<file path="src/rtl/block_tile_sequencer.sv">
// rtl/block_tile_sequencer.sv - row-major J x K tile origin sequencer with valid/ready hand-off
//
// Purpose: walks a num_rows x num_cols matrix in J x K tiles. Each tile origin is
// strobed to the extractor (get_start + start_row/start_col). The extracted tile is
// then held for the consumer (blk_valid/blk_ready) until it is accepted.
//
// Ports:
//   clk, rst              clock; asynchronous active-high reset
//   start                 begin a pass (honoured only when idle)
//   num_rows, num_cols    matrix dimensions, latched on an accepted start
//   get_start             one-cycle extractor start strobe
//   start_row, start_col  current tile origin
//   blk_valid, blk_ready  tile hand-off to the consumer
//   busy                  pass in progress
//   done                  one-cycle end-of-pass pulse
//   tile_count            tiles accepted in the current or last pass
module block_tile_sequencer #(
  parameter int J     = 2,
  parameter int K     = 2,
  parameter int DIM_W = 10,
  parameter int CNT_W = 16
) (
  input  logic             clk,
  input  logic             rst,
  input  logic             start,
  input  logic [DIM_W-1:0] num_rows,
  input  logic [DIM_W-1:0] num_cols,
  output logic             get_start,
  output logic [DIM_W-1:0] start_row,
  output logic [DIM_W-1:0] start_col,
  output logic             blk_valid,
  input  logic             blk_ready,
  output logic             busy,
  output logic             done,
  output logic [CNT_W-1:0] tile_count
);

  typedef enum logic [1:0] {
    S_IDLE,
    S_ISSUE,
    S_HOLD,
    S_DONE
  } state_t;

  state_t           r_state;
  state_t           w_next;
  logic [DIM_W-1:0] r_rows;
  logic [DIM_W-1:0] r_cols;
  logic [DIM_W-1:0] r_row;
  logic [DIM_W-1:0] r_col;
  logic [CNT_W-1:0] r_count;

  // One extra bit so origin + stride never wraps before the compare.
  logic [DIM_W:0]   w_col_end;
  logic [DIM_W:0]   w_row_end;
  logic             w_col_last;
  logic             w_row_last;
  logic             w_last;
  logic             w_zero;

  assign w_col_end  = {1'b0, r_col} + (DIM_W+1)'(K);
  assign w_row_end  = {1'b0, r_row} + (DIM_W+1)'(J);
  assign w_col_last = (w_col_end >= {1'b0, r_cols});
  assign w_row_last = (w_row_end >= {1'b0, r_rows});
  assign w_last     = w_col_last && w_row_last;
  assign w_zero     = (num_rows == '0) || (num_cols == '0);

  always_ff @(posedge clk or posedge rst) begin
    if (rst) begin
      r_state <= S_IDLE;
    end else begin
      r_state <= w_next;
    end
  end

  always_comb begin
    w_next = r_state;
    case (r_state)
      S_IDLE: begin
        if (start) begin
          w_next = w_zero ? S_DONE : S_ISSUE;
        end
      end
      S_ISSUE: w_next = S_HOLD;
      S_HOLD: begin
        if (blk_ready) begin
          w_next = w_last ? S_DONE : S_ISSUE;
        end
      end
      S_DONE:  w_next = S_IDLE;
      default: w_next = S_IDLE;
    endcase
  end

  always_ff @(posedge clk or posedge rst) begin
    if (rst) begin
      r_rows  <= '0;
      r_cols  <= '0;
      r_row   <= '0;
      r_col   <= '0;
      r_count <= '0;
    end else begin
      if (r_state == S_IDLE && start) begin
        r_rows  <= num_rows;
        r_cols  <= num_cols;
        r_row   <= '0;
        r_col   <= '0;
        r_count <= '0;
      end else if (r_state == S_HOLD && blk_ready) begin
        r_count <= r_count + 1'b1;
        // The last tile's origin is left in place so it stays visible after the pass.
        if (!w_last) begin
          if (!w_col_last) begin
            r_col <= w_col_end[DIM_W-1:0];
          end else begin
            r_col <= '0;
            r_row <= w_row_end[DIM_W-1:0];
          end
        end
      end
    end
  end

  assign get_start  = (r_state == S_ISSUE);
  assign blk_valid  = (r_state == S_HOLD);
  assign done       = (r_state == S_DONE);
  assign busy       = (r_state != S_IDLE);
  assign start_row  = r_row;
  assign start_col  = r_col;
  assign tile_count = r_count;

endmodule

</file>
<file path="config.mk">
export PLATFORM = sky130hd
export DESIGN_NAME = block_tile_sequencer
export DESIGN_NICKNAME = d
export VERILOG_FILES = /design/src/rtl/block_tile_sequencer.sv
export SDC_FILE = /design/constraint.sdc
export NUM_CORES = 1
export LEC_CHECK = 0
export CAP_MARGIN = 20
export CORE_MARGIN = 4
export CORE_UTILIZATION = 40
export CTS_CLUSTER_SIZE = 24
export DETAILED_ROUTE_END_ITERATION = 10
export GPL_ROUTABILITY_DRIVEN = 0
export SLEW_MARGIN = 20
export SYNTH_ARGS = -nofsm -noshare
export SYNTH_HDL_FRONTEND = slang
export SYNTH_SLANG_ARGS = --single-unit
</file>
<file path="constraint.sdc">
create_clock -name clk -period 7.7 [get_ports clk]
set_input_delay 0.77 -clock clk [delete_from_list [all_inputs] [get_ports clk]]
set_output_delay 0.77 -clock clk [all_outputs]
set_load 0.03 [all_outputs]
</file>
==> report_table.html <==
<table>
<tr><th>Metric</th><th>Value</th></tr>
<tr><th colspan="2">Clocking</th></tr>
<tr><td>Num Clock Sinks</td><td>56</td></tr>
<tr><td>Maximum root-to-sink buffer count</td><td>2</td></tr>
<tr><td>Number of hold buffers added after CTS</td><td>0</td></tr>
<tr><td>Root cell of the clock tree</td><td>clkbuf_8</td></tr>
<tr><td>Total CTS buffers</td><td>5</td></tr>
<tr><td>Clk pin slew, worst setup/hold paths</td><td>0.10 ns</td></tr>
<tr><td>TritonCTS clock tree</td><td>built</td></tr>
<tr><td>Post-cts sizing count</td><td>0</td></tr>
<tr><td>Number of levels the H-tree was split into</td><td>2</td></tr>
<tr><td>Clk_lat worst skew</td><td>0.31 ns</td></tr>
<tr><td>Setup Fix Bufs, Post-CTS</td><td>0</td></tr>
<tr><th colspan="2">Critical path</th></tr>
<tr><td>Reg2reg start</td><td>start_row[1]</td></tr>
<tr><td>Number of buffers and inverters on the critical path</td><td>0</td></tr>
<tr><td>Critical path peak fanout</td><td>9</td></tr>
<tr><td>Data required time at the worst endpoint</td><td>7.90 ns</td></tr>
<tr><td>Type of destination of the critical path</td><td>register</td></tr>
<tr><td>Depth of the worst register-to-register path</td><td>11</td></tr>
<tr><td>Crit path cell chain</td><td>ha_1 -&gt; nand3_1 -&gt; nor2_1 -&gt; nand3_1 -&gt; xnor2_1 -&gt; ha_1 -&gt; a21oi_1 -&gt; o21ai_1 -&gt; or2_2 -&gt; o211a_1 -&gt; a211o_1</td></tr>
<tr><td>Reg-to-reg critical path endpoint</td><td>start_col[4]</td></tr>
<tr><td>CP Depth</td><td>11</td></tr>
<tr><td>Setup Crit Path Kind</td><td>register to register</td></tr>
<tr><td>Top cell family by delay on the critical path</td><td>simple AND/OR/NAND/NOR gates</td></tr>
<tr><td>Largest stage delay, worst path</td><td>0.45 ns</td></tr>
<tr><td>Worst Setup Start Kind</td><td>register</td></tr>
<tr><td>Library cell contributing the largest single delay on the critical path</td><td>dfrtp_1</td></tr>
<tr><td>Data arrival time of the worst path</td><td>3.32 ns</td></tr>
<tr><td>Slack of the worst reg-to-reg path</td><td>4.58 ns</td></tr>
<tr><th colspan="2">Die</th></tr>
<tr><td>Core Footprint</td><td>0.007408 sq mm</td></tr>
<tr><td>Die Y</td><td>96.24 um</td></tr>
<tr><td>Effective utilization at floorplan</td><td>42.04%</td></tr>
<tr><td>Die Footprint</td><td>0.009261 sq mm</td></tr>
<tr><td>Standard-cell row count</td><td>31</td></tr>
<tr><td>Chip Width</td><td>96.24 um</td></tr>
<tr><td># IOs</td><td>64</td></tr>
<tr><th colspan="2">Hold path</th></tr>
<tr><td>Hold Path Origin</td><td>r_cols[0]</td></tr>
<tr><td>Worst Hold Endpoint</td><td>r_cols[0]</td></tr>
<tr><td>Type of the worst min-delay path</td><td>register to register</td></tr>
<tr><td>Hold depth</td><td>2</td></tr>
<tr><th colspan="2">GRT</th></tr>
<tr><td>Vias in the first global route</td><td>2502</td></tr>
<tr><td>Wire length of the first global-routing pass</td><td>12160 um</td></tr>
<tr><td>Remaining global-route overflow</td><td>0</td></tr>
<tr><td>Antenna violations before repair</td><td>0</td></tr>
<tr><td>Global-route total usage across every layer</td><td>16.81%</td></tr>
<tr><td>Maximum number of pins on one net before global-route repair</td><td>57</td></tr>
<tr><th colspan="2">Placed design</th></tr>
<tr><td>Port Buffer Count</td><td>61</td></tr>
<tr><td>Detailed-placement wirelength estimate</td><td>5437 um</td></tr>
<tr><td>Area after detailed placement</td><td>0.003811 sq mm</td></tr>
<tr><th colspan="2">Status</th></tr>
<tr><td>Result of the run</td><td>finished clean</td></tr>
<tr><th colspan="2">Yosys</th></tr>
<tr><td>Average cell area after synthesis</td><td>9.106 sq um</td></tr>
<tr><td>Warning count from the yosys run</td><td>0</td></tr>
<tr><td>Area of the mapped netlist</td><td>0.003114 sq mm</td></tr>
<tr><td>Part of the Yosys area used for sequential elements</td><td>45.00%</td></tr>
<tr><td>Synthesized flop and latch total</td><td>56</td></tr>
<tr><td>Asr flop ratio synth</td><td>100.0%</td></tr>
<tr><td>Primary FF master, synth</td><td>dfrtp_1</td></tr>
<tr><td>Synth cell types</td><td>45</td></tr>
<tr><td>Most used standard cells in the synthesized netlist</td><td>56 x dfrtp_1, 51 x nand2_1, 28 x inv_1</td></tr>
<tr><td>Fraction of synthesized cell area taken by the top area cell type</td><td>45.00%</td></tr>
<tr><td>Most numerous cell in the Yosys netlist</td><td>dfrtp_1</td></tr>
<tr><td>Cells after synthesis</td><td>342</td></tr>
<tr><td>Synth top area cells</td><td>dfrtp_1 45%, ha_1 8.4%, nand2_1 6.1%, o21ai_0 4.2%, xor2_1 3.9%</td></tr>
<tr><td>Largest area contributor in the synthesized netlist</td><td>dfrtp_1</td></tr>
<tr><td>Number of enable flip-flop cells after synthesis</td><td>0</td></tr>
<tr><th colspan="2">Timing</th></tr>
<tr><td>Final critical delay including setup and external delays</td><td>3.122 ns</td></tr>
<tr><td>Final Setup Violations</td><td>0</td></tr>
<tr><td>Relative slew slack</td><td>52.39%</td></tr>
<tr><td>Post-route clock skew</td><td>0.01012 ns</td></tr>
<tr><td>Setup tns final</td><td>0 ns</td></tr>
<tr><td>Number of max-slew violations in the final report</td><td>0</td></tr>
<tr><td>Transition time at the pin with the least slew margin</td><td>0.7142 ns</td></tr>
<tr><td>Maximum clock frequency</td><td>320.3 MHz</td></tr>
<tr><td>Unrepaired setup endpoints after global routing</td><td>no</td></tr>
<tr><td>Period utilisation layout</td><td>40.54%</td></tr>
<tr><td>Worst hold slack across all endpoints</td><td>0.4738 ns</td></tr>
<tr><td>Number of endpoints with negative hold slack in the final report</td><td>0</td></tr>
<tr><th colspan="2">Route</th></tr>
<tr><td>Wire length reported by the detailed router</td><td>7233 um</td></tr>
<tr><td>First drt pass iteration count</td><td>4</td></tr>
<tr><td>Wire length per cell</td><td>14.47 um</td></tr>
<tr><td>Average vias per placed instance</td><td>5.074</td></tr>
<tr><td>Vias after detailed routing</td><td>2537</td></tr>
<tr><td>Remaining antenna violation count</td><td>0</td></tr>
<tr><td>DRC violations left</td><td>0</td></tr>
<tr><td>Drt first-iter violations</td><td>85</td></tr>
<tr><th colspan="2">Finish</th></tr>
<tr><td>Share of layout cells above drive strength 1</td><td>4.489%</td></tr>
<tr><td>Final Net Count</td><td>446</td></tr>
<tr><td>Antenna Cells</td><td>0</td></tr>
<tr><td>Synthesis-to-finish area growth</td><td>24.87%</td></tr>
<tr><td>Filler instances</td><td>699</td></tr>
<tr><td>Post-route cell area</td><td>0.003889 sq mm</td></tr>
<tr><th colspan="2">Pwr</th></tr>
<tr><td>Worst VDD drop</td><td>0.08479 mV</td></tr>
<tr><td>Static power due to leakage</td><td>0.001798 uW</td></tr>
<tr><td>Total power divided by cell area</td><td>236.8 mW/mm^2</td></tr>
<tr><th colspan="2">Flow run</th></tr>
<tr><td>Maximum capacitance violations</td><td>0</td></tr>
</table>
-- per-layer routing --
layer	global-route usage [%]	wire length, um	up-vias
li1	-	-	1285
met1	23.29	3456	1197
met2	26.39	3326	50
met3	4.457	397	5
met4	3.555	53	0
met5	0	0	-
-- worst reg2reg max path, cell delays in order (launching register included) --
cell,delay (ns)
dfrtp_1,0.45
ha_1,0.23
nand3_1,0.20
nor2_1,0.25
nand3_1,0.16
xnor2_1,0.17
ha_1,0.31
a21oi_1,0.13
o21ai_1,0.12
or2_2,0.32
o211a_1,0.35
a211o_1,0.33
-- metrics by stage --
step	util, %	setup WS (ns)	instances	total power, uW
after floorplan	-	4.601	343	651.0
after global placement	51.44	4.716	493	769.8
after detailed placement	51.44	4.607	493	780.5
after CTS	52.49	4.559	500	936.7
after global routing	52.49	4.288	500	1001
final	52.49	4.578	500	921.0
-- state kept, by name (all words and copies together) (netlist names) --
name / count
tile_count: 16
r_cols: 10
r_rows: 10
start_col: 9
start_row: 9
r_state: 2
-- where the power goes --
part / switching (uW) / internal, uW / leakage, uW / total [uW]
logic: 231 / 140 / 0.00101 / 371
clock network: 90.8 / 62.2 / 0.0000410 / 153
registers: 36.4 / 361 / 0.000743 / 397
-- worst max-delay path by stage --
stage / endpoint / start / slack [ns]
5_1_grt: start_row[8] / start_row[1] / 4.29
6_report: start_col[4] / start_row[1] / 4.58
2_1_floorplan: start_col[4] / start_row[1] / 4.60
3_5_place_dp: start_col[4] / start_row[1] / 4.61
4_1_cts: start_col[4] / start_row[1] / 4.56
3_3_place_gp: start_col[4] / start_row[1] / 4.72
-- cells by family after synthesis --
group / Yosys count / share of synthesized area, %
adders and majority gates: 21 / 8.437
other: 1 / 0.1204
muxes: 1 / 0.3616
and+or+nand+nor: 128 / 19.57
buffers and inverters: 40 / 5.183
DFF: 56 / 45.00
AOI/OAI and AO/OA: 72 / 14.86
xor gates and xnor gates: 23 / 6.469
-- cell type report --
class | instances | area, sq um | area share (%)
flip-flops and latches | 56 | 1401 | 36.04
clock buffers | 6 | 72.57 | 1.866
multi-input cells | 247 | 1555 | 39.99
repair buffers | 63 | 625.6 | 16.09
well taps | 99 | 123.9 | 3.185
inverters | 28 | 105.1 | 2.703
clock inverters | 1 | 5.005 | 0.1287
-- placed cells by master, fill, tap and decap left out, drive strengths merged, types with 3 or more instances in the layout --
| cell type | n |
|---|---|
| a22o | 5 |
| ha | 21 |
| xor2 | 14 |
| or2 | 4 |
| a21oi | 18 |
| o211ai | 3 |
| and3 | 4 |
| o31ai | 3 |
| nand4 | 6 |
| xnor2 | 9 |
| nand2 | 51 |
| o21ai | 27 |
| or3 | 4 |
| clkbuf | 6 |
| a21o | 6 |
| clkdlybuf4s50 | 61 |
| nand3 | 20 |
| inv | 28 |
| nor3 | 3 |
| dfrtp | 56 |
| nor2 | 22 |
No activity file was read; power rests on OpenSTA's default activity.
